File: src/rtl/mem_arb_pkg.sv
// mem_arb_pkg: FSM state encoding and port ids shared by the memory port arbiter
package mem_arb_pkg;
  localparam logic [1:0] IDLE  = 2'd0;
  localparam logic [1:0] ISSUE = 2'd1;
  localparam logic [1:0] WAIT  = 2'd2;
  localparam logic [1:0] DONE  = 2'd3;
  localparam logic PORT_IF = 1'b0;
  localparam logic PORT_DM = 1'b1;
  localparam int CNT_W = 4;
endpackage

File: src/rtl/mem_arb_pick.sv
// mem_arb_pick: combinational two-way grant between the IF and DM requesters
module mem_arb_pick
  import mem_arb_pkg::*;
(
  input  logic req_if,
  input  logic req_dm,
  input  logic last_grant,
  input  logic prio,
  output logic grant,
  output logic valid
);
  always_comb begin
    valid = req_if | req_dm;
    grant = (req_if && req_dm) ? (prio ? PORT_DM : ~last_grant) : (req_dm ? PORT_DM : PORT_IF);
  end
endmodule

File: src/rtl/mem_port_arbiter.sv
// mem_port_arbiter: shares one single-port synchronous SRAM between the IF and DM ports
module mem_port_arbiter
  import mem_arb_pkg::*;
#(
  parameter int ADDR_W        = 12,
  parameter int DATA_W        = 32,
  parameter int MEM_LATENCY   = 1,
  parameter int DATA_PRIORITY = 1
) (
  input  logic              clock,
  input  logic              reset,
  input  logic              if_req,
  input  logic [ADDR_W-1:0] if_addr,
  output logic              if_ready,
  output logic [DATA_W-1:0] if_rdata,
  input  logic              dm_req,
  input  logic              dm_we,
  input  logic [ADDR_W-1:0] dm_addr,
  input  logic [DATA_W-1:0] dm_wdata,
  output logic              dm_ready,
  output logic [DATA_W-1:0] dm_rdata,
  output logic              mem_en,
  output logic              mem_we,
  output logic [ADDR_W-1:0] mem_addr,
  output logic [DATA_W-1:0] mem_wdata,
  input  logic [DATA_W-1:0] mem_rdata,
  output logic              busy
);
  logic [1:0]       state, state_nxt;
  logic             port_q, we_q, last_grant, pick_grant, pick_valid;
  logic [ADDR_W-1:0] addr_q;
  logic [DATA_W-1:0] wdata_q;
  logic [CNT_W-1:0] cnt;

  mem_arb_pick u_pick (
    .req_if    (if_req),
    .req_dm    (dm_req),
    .last_grant(last_grant),
    .prio      (DATA_PRIORITY != 0),
    .grant     (pick_grant),
    .valid     (pick_valid)
  );

  always_comb begin
    state_nxt = state == IDLE  ? (pick_valid ? ISSUE : IDLE) :
                state == ISSUE ? WAIT :
                state == WAIT  ? (cnt == '0 ? DONE : WAIT) : IDLE;
    mem_en    = state == ISSUE;
    mem_we    = mem_en & we_q;
    mem_addr  = mem_en ? addr_q : '0;
    mem_wdata = mem_en ? wdata_q : '0;
    if_ready  = state == DONE && port_q == PORT_IF;
    dm_ready  = state == DONE && port_q == PORT_DM;
    busy      = state != IDLE;
  end

  // Async reset aborts any transaction in flight; its ready never pulses.
  always_ff @(posedge clock or posedge reset) begin
    if (reset) begin
      state      <= IDLE;
      port_q     <= PORT_IF;
      we_q       <= 1'b0;
      addr_q     <= '0;
      wdata_q    <= '0;
      cnt        <= '0;
      last_grant <= PORT_DM;
      if_rdata   <= '0;
      dm_rdata   <= '0;
    end else begin
      state <= state_nxt;
      if (state == IDLE && pick_valid) begin
        port_q  <= pick_grant;
        we_q    <= pick_grant == PORT_DM && dm_we;
        addr_q  <= pick_grant == PORT_DM ? dm_addr : if_addr;
        wdata_q <= pick_grant == PORT_DM ? dm_wdata : '0;
      end
      cnt <= state == ISSUE ? CNT_W'(MEM_LATENCY - 1) :
             (state == WAIT && cnt != '0) ? cnt - CNT_W'(1) : cnt;
      if (state == WAIT && cnt == '0 && !we_q) begin
        if (port_q == PORT_DM) dm_rdata <= mem_rdata;
        else if_rdata <= mem_rdata;
      end
      if (state == DONE) last_grant <= port_q;
    end
  end
endmodule

File: config.mk
export PLATFORM = sky130hd
export DESIGN_NAME = mem_port_arbiter
export DESIGN_NICKNAME = d
export VERILOG_FILES = /design/src/rtl/mem_arb_pkg.sv /design/src/rtl/mem_arb_pick.sv /design/src/rtl/mem_port_arbiter.sv
export SDC_FILE = /design/constraint.sdc
export NUM_CORES = 1
export LEC_CHECK = 0
export CORE_ASPECT_RATIO = 0.6
export CORE_MARGIN = 2
export CORE_UTILIZATION = 32
export CTS_CLUSTER_SIZE = 28
export DETAILED_ROUTE_END_ITERATION = 10
export PLACE_DENSITY = 0.62
export RECOVER_POWER = 100
export SYNTH_ARGS = -nofsm -noshare
export SYNTH_HDL_FRONTEND = slang
export SYNTH_HIERARCHICAL = 1
export SYNTH_SLANG_ARGS = --single-unit
File: constraint.sdc
create_clock -name clock -period 6.55 [get_ports clock]
set_input_delay 0.9825 -clock clock [delete_from_list [all_inputs] [get_ports clock]]
set_output_delay 0.9825 -clock clock [all_outputs]
set_load 0.005 [all_outputs]
-- After elaboration in Yosys (flattened, before gate mapping)
Index checks and enable logic that the tools add are counted.
- bitwise operators: 3
- eq/ne operators: 3
- $add $sub $neg: 1
- reduce and logical (&&, ||, !) cells: 16
- multiplexer cells: 13
- operators by type and width (cell ; count):
    32-bit 2-to-1 mux ; 2
    12-bit 2-to-1 mux ; 2
    1-bit logical AND ; 8
    4-bit 2-to-1 mux ; 2
    2-bit 2-to-1 mux ; 3
    2-bit == test, second input constant ; 2
    4-bit zero test ; 1
    1-bit 2-to-1 mux ; 4
    2-bit AND reduction ; 2
    2-bit nonzero test ; 2
    4-bit nonzero test ; 1
    4-bit by 1-bit subtractor with 4-bit output, second input constant ; 1
    2-bit by 1-bit == test with 1-bit output, second input constant ; 1
    2-bit zero test ; 1
    1-bit AND ; 1
    1-bit zero test ; 1
    1-bit NOT ; 1
    1-bit bitwise OR ; 1
- word-level logic and storage cells: 44
- output and inout port bits: 113
- register bits: 116
- input port bits: 93

-- Longest topological paths before layout
Gate-level depths: netlist (run 1).
- word-level depth: 5
- gate-level depth with buffers: 7
- gate-level depth less buffers: 5

-- Hierarchy
The synthesis (run 1) kept the hierarchy.
- modules (own cells, without submodules) (module ; area each (sq um) ; times used ; cells an instance ; sequential area each (sq um)):
    mem_port_arbiter ; 4996.0 ; 1 ; 430 ; 2929.1
    mem_arb_pick ; 20.0 ; 1 ; 4 ; 0.0

-- Least setup slack after synthesis (run 1)
OpenSTA, ideal clock, no wires.
- kind: register to output
- start point: register state[1]
- end point: output port mem_wdata[14]
- data required time: 5.568 ns
- path buffers: 2
- cell stages (with the launch flop): 6
- slack: 4.322 ns
- arrival time: 1.246 ns
- cells stage by stage: dfrtp_1 > inv_1 > ha_1 > clkbuf_1 > clkbuf_1 > and2_1
- word-level cells in the longest chain between the ends: 2
- RTL lines (element ; RTL line ; RTL):
    start: declaration ; mem_port_arbiter.sv:29 ; logic [1:0] state, state_nxt;
    start signal: assignment ; mem_port_arbiter.sv:70 ; state <= state_nxt;
    2-bit by 1-bit == test with 1-bit output ; mem_port_arbiter.sv:48 ; mem_en = state == ISSUE;
    named net mem_en ; mem_port_arbiter.sv:22 ; output logic mem_en,
    32-bit 2-to-1 mux ; mem_port_arbiter.sv:51 ; mem_wdata = mem_en ? wdata_q : '0;
    end: declaration ; mem_port_arbiter.sv:25 ; output logic [DATA_W-1:0] mem_wdata,
The timed path passes the listed nets, and every way through them passes these cells.

==> results of run 1 <==
routing by layer:
layer | global-route usage | share of wire | up-vias
met2 | 0.252 | 0.47 | 117
met4 | 0.0595 | 0.010 | 0
met3 | 0.0506 | 0.063 | 9
li1 | - | - | 1847
met5 | 0 | 0 | -
met1 | 0.204 | 0.46 | 1848
power by group:
group	internal, mW	switching, mW	total, mW
clock	0.571	0.358	0.929
sequential	1.05	0.169	1.22
combinational	0.748	0.517	1.26
total	2.37	1.04	3.42
registers in the layout (all words and copies together), names as in the netlist:
register    count
addr_q         12
cnt             4
dm_rdata       32
if_rdata       32
last_grant      1
port_q          1
state           2
wdata_q        32
we_q            1
layout make-up:
class                      instances  share of cell area
timing repair buffer             210               0.266
sequential                       117               0.375
clock buffer                      17              0.0544
multi-input combinational        281               0.246
clock inverter                    15              0.0218
tap                              203              0.0325
inverter                          10             0.00496
worst max path at each step:
stage | start | endpoint | slack [ns] | depth (start not counted)
finish | reset | dm_rdata[13] | 2.52 | 3
global route | reset | if_rdata[3] | 1.79 | 3
CTS | state[1] | mem_wdata[23] | 3.05 | 5
detailed placement | dm_req | addr_q[0] | 3.48 | 6
global placement | dm_req | addr_q[2] | 3.55 | 6
floorplan | reset | addr_q[0] | 2.47 | 1
synthesized netlist by cell type, drive strengths merged (2+ instances only):
cell,n
a21oi,2
and2,48
buf,5
clkbuf,21
dfrtp,116
ha,6
inv,10
mux2,65
mux2i,13
nand2,86
nand3,33
nor2,3
o21ai,13
critical path, stage by stage:
cell and delay (ns):
dlygate4sd3_1 0.55, clkinvlp_2 1.24, clkbuf_2 1.38
stage by stage:
stage | cells | setup slack [ns] | utilization
floorplan | 434 | 2.47 | -
global placement | 821 | 3.55 | 0.472
detailed placement | 821 | 3.48 | 0.472
CTS | 853 | 3.05 | 0.511
global route | 853 | 1.79 | 0.510
finish | 853 | 2.52 | 0.510
cells by family (layout without fill, tap and decap cells):
group	Yosys count	count (layout)
and+or+nand+nor	177	177
DFF	117	117
muxes	78	78
buffers and inverters	36	252
AOI/OAI and AO/OA	19	19
adders and majority gates	6	6
other	1	1
==> results.sh, run 1 <==
export IMPL_synthXorXnorAreaFrac=0
export IMPL_final_cell_mix="127 x clkdlybuf4s50_1, 116 x dfrtp_1, 86 x nand2_1"
export IMPL_hold_path_class="reg2reg"
export IMPL_ys_warn_count=6
export IMPL_synth_mux_area_fraction=0.172
export IMPL_wl_per_cell_um=15.2
export IMPL_worstSkewPairLatency_ns=0.40
export IMPL_period_needed_ns=4.03
export IMPL_die_w_um=166
export IMPL_syn_avg_cell_area_um2=11.6
export IMPL_drive_gt1_frac=0.163
export IMPL_cts_tree="done"
export IMPL_cts_hold_buf=0
export IMPL_async_flop_share=1.00
export IMPL_finalHoldViolCount=0
export IMPL_synth_largest_area_cell="dfrtp_1"
export IMPL_layout_nets=736
export IMPL_initial_core_util=0.327
export IMPL_period_share=0.616
export IMPL_synth_top_family_by_area="multiplexers"
export IMPL_multiInputGateArea_um2=1920
export IMPL_placed_area_um2=7240
export IMPL_hold_end="wdata_q[25]"
export IMPL_seq_area_um2=2930
export IMPL_gp_congestion=0.756
export IMPL_grt_ovfl_total=0
export IMPL_fillers=1384
export IMPL_fin_area_um2=7820
export IMPL_finClkSkew_ns=0.0115
export IMPL_dieArea_um2=16700
export IMPL_syn_inst=434
export IMPL_antenna_found_initial=0
export IMPL_antennaDiodeCount=0
export IMPL_ant_nets=0
export IMPL_status="complete, but fails checks"
export IMPL_setup_violations=0
export IMPL_min_from="wdata_q[25]"
export IMPL_cts_root_buffer="clkbuf_16"
export IMPL_synth_flop_cell="dfrtp_1"
export IMPL_grt_pass1_vias=4019
export IMPL_synth_top_cell_area_share=0.579
export IMPL_peakVddDrop_uv=175
export IMPL_cts_sinks=117
export IMPL_powerDensity_nw_per_um2=437
export IMPL_critPathKind="in2async"
export IMPL_synthesis_area_um2=5020
export IMPL_max_freq_mhz=248
export IMPL_r2r_end="dm_rdata[21]"
export IMPL_num_vias=3821
export IMPL_fin_hold_ws_ns=0.459
export IMPL_r2r_start="state[0]"
export IMPL_critPathLaunchType="input pin"
export IMPL_synth_cell_type_count=29
export IMPL_die_h_um=101
export IMPL_post_drt_via_cell_ratio=4.48
export IMPL_cp_end_kind="asynchronous set/reset pin"
export IMPL_io_pins=206
export IMPL_coreArea_um2=15300
export IMPL_setup_tns_ns=0
export IMPL_rsz0062_at_grt="false"
export IMPL_cap_violations=5
export IMPL_syn_nets=533
export IMPL_globalRouteTotalUtil=0.158
export IMPL_drt_iter0_markers=167
export IMPL_crit_required_ns=6.76
export IMPL_synth_compound_area_share=0.0212
export IMPL_synthAdderAreaFrac=0.0150
export IMPL_rows=35
export IMPL_area_growth_pct=55.8
export IMPL_hold_depth=2
export IMPL_port_buffers=205
export IMPL_clock_path_buffers=2
export IMPL_drtPass1Iterations=4
export IMPL_ys_ff_latch=117
export IMPL_htreeDepth=4
export IMPL_power_leakage_nw=3.46
export IMPL_tightest_slew_ns=2.18
export IMPL_dp_final_hpwl_um=9460
export IMPL_slew_headroom=-0.465
export IMPL_r2r_cells=5
export IMPL_clk_pin_slew_ns=0.05
export IMPL_grt_pass1_wl_um=20900
export IMPL_yosys_top_cells_area="dfrtp_1 58%, mux2_2 15%, nand2_1 6.4%"
export IMPL_violations="max-capacitance violations, max-slew violations"
export IMPL_yosys_area_share_simple=0.172
export IMPL_regToRegSetupSlack_ns=3.45
export IMPL_slew_violations=245
export IMPL_final_common_cell="clkdlybuf4s50_1"
export IMPL_wl_um=13000
export IMPL_drc=0
export IMPL_grt_max_degree=69
export IMPL_ys_seq_area_frac=0.584
export IMPL_cp_arrival_ns=4.24
export IMPL_crit_fanout=68
export IMPL_cts_setup_buffers=0
export IMPL_cts_resized=0
export IMPL_finalPower_mw=3.42
export IMPL_synth_enable_flop_cells=0
export IMPL_numCtsBuffers=17
Power figures use the tool's default switching activity.
==> inputs of run 2 (changes only) <==
Clock period 6.55 ns to 3.9 ns, I/O delays scaled along.
==> run 2 against run 1 <==
Effect of this change: the run still ends with max-capacitance violations, max-slew violations left; combinational power up 70%; first-iteration DRC count decreased by 23%; sequential power is 68% higher; highest routed layer unchanged.
==> results.sh, run 2 (synthesized netlist as in run 1, its figures left out) <==
export IMPL_globalRouteTotalUtil=0.160
export IMPL_dp_final_hpwl_um=9500
export IMPL_hold_path_class="reg2reg"
export IMPL_setup_violations=0
export IMPL_power_leakage_nw=3.52
export IMPL_powerDensity_nw_per_um2=738
export IMPL_critPathLaunchType="flop"
export IMPL_grt_busiest_layer="met2"
export IMPL_min_from="wdata_q[24]"
export IMPL_port_buffers=205
export IMPL_setup_tns_ns=0
export IMPL_fin_hold_ws_ns=0.458
export IMPL_wl_per_cell_um=15.4
export IMPL_slew_headroom=-0.622
export IMPL_hold_end="wdata_q[24]"
export IMPL_drtPass1Iterations=4
export IMPL_cp_arrival_ns=2.75
export IMPL_cp_cell_sequence="inv_1 -> ha_1 -> clkbuf_2 -> and2_1 -> dlygate4sd3_1"
export IMPL_grt_max_degree=65
export IMPL_dieArea_um2=16700
export IMPL_hold_depth=2
export IMPL_status="complete, but fails checks"
export IMPL_drt_iter0_markers=128
export IMPL_area_growth_pct=56.7
export IMPL_gp_congestion=0.749
export IMPL_htreeDepth=4
export IMPL_layout_nets=736
export IMPL_placed_area_um2=7250
export IMPL_tightest_slew_ns=2.42
export IMPL_grt_pass1_wl_um=21100
export IMPL_cts_tree="done"
export IMPL_finalHoldViolCount=0
export IMPL_cts_root_buffer="clkbuf_16"
export IMPL_coreArea_um2=15300
export IMPL_grt_use_met1=0.206
export IMPL_r2r_cells=5
export IMPL_die_w_um=166
export IMPL_r2r_end="dm_rdata[14]"
export IMPL_cap_violations=4
export IMPL_fin_area_um2=7860
export IMPL_max_freq_mhz=300
export IMPL_cts_hold_buf=0
export IMPL_rsz0062_at_grt="false"
export IMPL_period_share=0.854
export IMPL_peakVddDrop_uv=296
export IMPL_finClkSkew_ns=0.0126
export IMPL_die_h_um=101
export IMPL_critPathKind="reg2out"
export IMPL_numCtsBuffers=17
export IMPL_globalRouteMet3Util=0.0526
export IMPL_drive_gt1_frac=0.165
export IMPL_max_stage_delay_ns=0.56
export IMPL_regToRegSetupSlack_ns=0.84
export IMPL_grt_pass1_vias=4060
export IMPL_ant_nets=0
export IMPL_rows=35
export IMPL_antennaDiodeCount=0
export IMPL_clk_pin_slew_ns=0.06
export IMPL_cts_setup_buffers=0
export IMPL_postLayoutCoreUtil=0.513
export IMPL_reg_top3="dm_rdata: 32 flops, if_rdata: 32 flops, wdata_q: 32 flops"
export IMPL_dp_cells=821
export IMPL_drc=0
export IMPL_use_met2=0.258
export IMPL_pre_cts_slack_ns=1.24
export IMPL_wl_um=13100
export IMPL_worstSkewPairLatency_ns=0.41
export IMPL_cp_end_kind="primary output"
export IMPL_cts_sinks=117
export IMPL_final_common_cell="clkdlybuf4s50_1"
export IMPL_fin_ws_ns=0.570
export IMPL_crit_fanout=32
export IMPL_clock_path_buffers=2
export IMPL_post_drt_via_cell_ratio=4.52
export IMPL_finalPower_mw=5.80
export IMPL_fin_cells=853
export IMPL_cts_resized=0
export IMPL_violations="max-capacitance violations, max-slew violations"
export IMPL_antenna_found_initial=0
export IMPL_r2r_start="state[0]"
export IMPL_io_pins=206
export IMPL_crit_required_ns=3.31
export IMPL_initial_core_util=0.327
export IMPL_slew_violations=179
export IMPL_grt_ovfl_total=0
export IMPL_period_needed_ns=3.33
export IMPL_final_cell_mix="119 x clkdlybuf4s50_1, 116 x dfrtp_1, 86 x nand2_1, 86 x dlygate4sd3_1, 65 x mux2_2"
export IMPL_num_vias=3855
export IMPL_crit_slowest_cell="ha_1"
## run 2: changes by cell type in the layout (fill, tap and decap cells not counted), sizes merged
cell and delta:
bufinv +1, clkbuf +1, clkdlybuf4s50 -8, buf +1, inv -3, dlygate4sd3 +8
## run 2: report_power, final
group / total, mW / leakage (nW) / switching, mW / internal, mW
Combinational: 2.14 / 1.79 / 0.879 / 1.26
Clock: 1.62 / 0.301 / 0.574 / 1.05
Sequential: 2.05 / 1.43 / 0.275 / 1.77
Total: 5.80 / 3.52 / 1.73 / 4.07
## run 2: layer usage
metal | share of wire | wire length [um] | vias to the layer above
met4 | 0.013 | 167 | 0
li1 | - | - | 1856
met2 | 0.47 | 6130 | 114
met3 | 0.062 | 811 | 18
met1 | 0.46 | 6010 | 1867
met5 | 0 | 0 | -
## run 2: final cells by class
cell class	instances	area [um2]
Clock inverter	13	171
Fill cell	1375	7470
Clock buffer	19	453
Tap cell	203	254
Timing Repair Buffer	210	2100
Inverter	10	38.8
Multi-Input combinational cell	281	1920
Sequential cell	117	2930
## run 2: worst max-delay path, delay by kind of cell, from the launching register on
kind	cells	cell delay (ns)
buffers and inverters	3	1.16
adder cells (fa/ha/maj)	1	0.56
flip-flops	1	0.40
AND/OR/NAND/NOR	1	0.19
## run 2: worst max-delay path by stage
stage / start / endpoint / slack [ns] / depth (start not counted)
after floorplan: reset / addr_q[0] / 0.22 / 1
after global placement: state[1] / mem_wdata[20] / 1.36 / 5
after detailed placement: state[1] / mem_wdata[0] / 1.24 / 5
after CTS: state[1] / mem_wdata[0] / 0.78 / 5
after global routing: state[1] / mem_addr[3] / 0.36 / 5
final: state[1] / mem_wdata[21] / 0.57 / 5
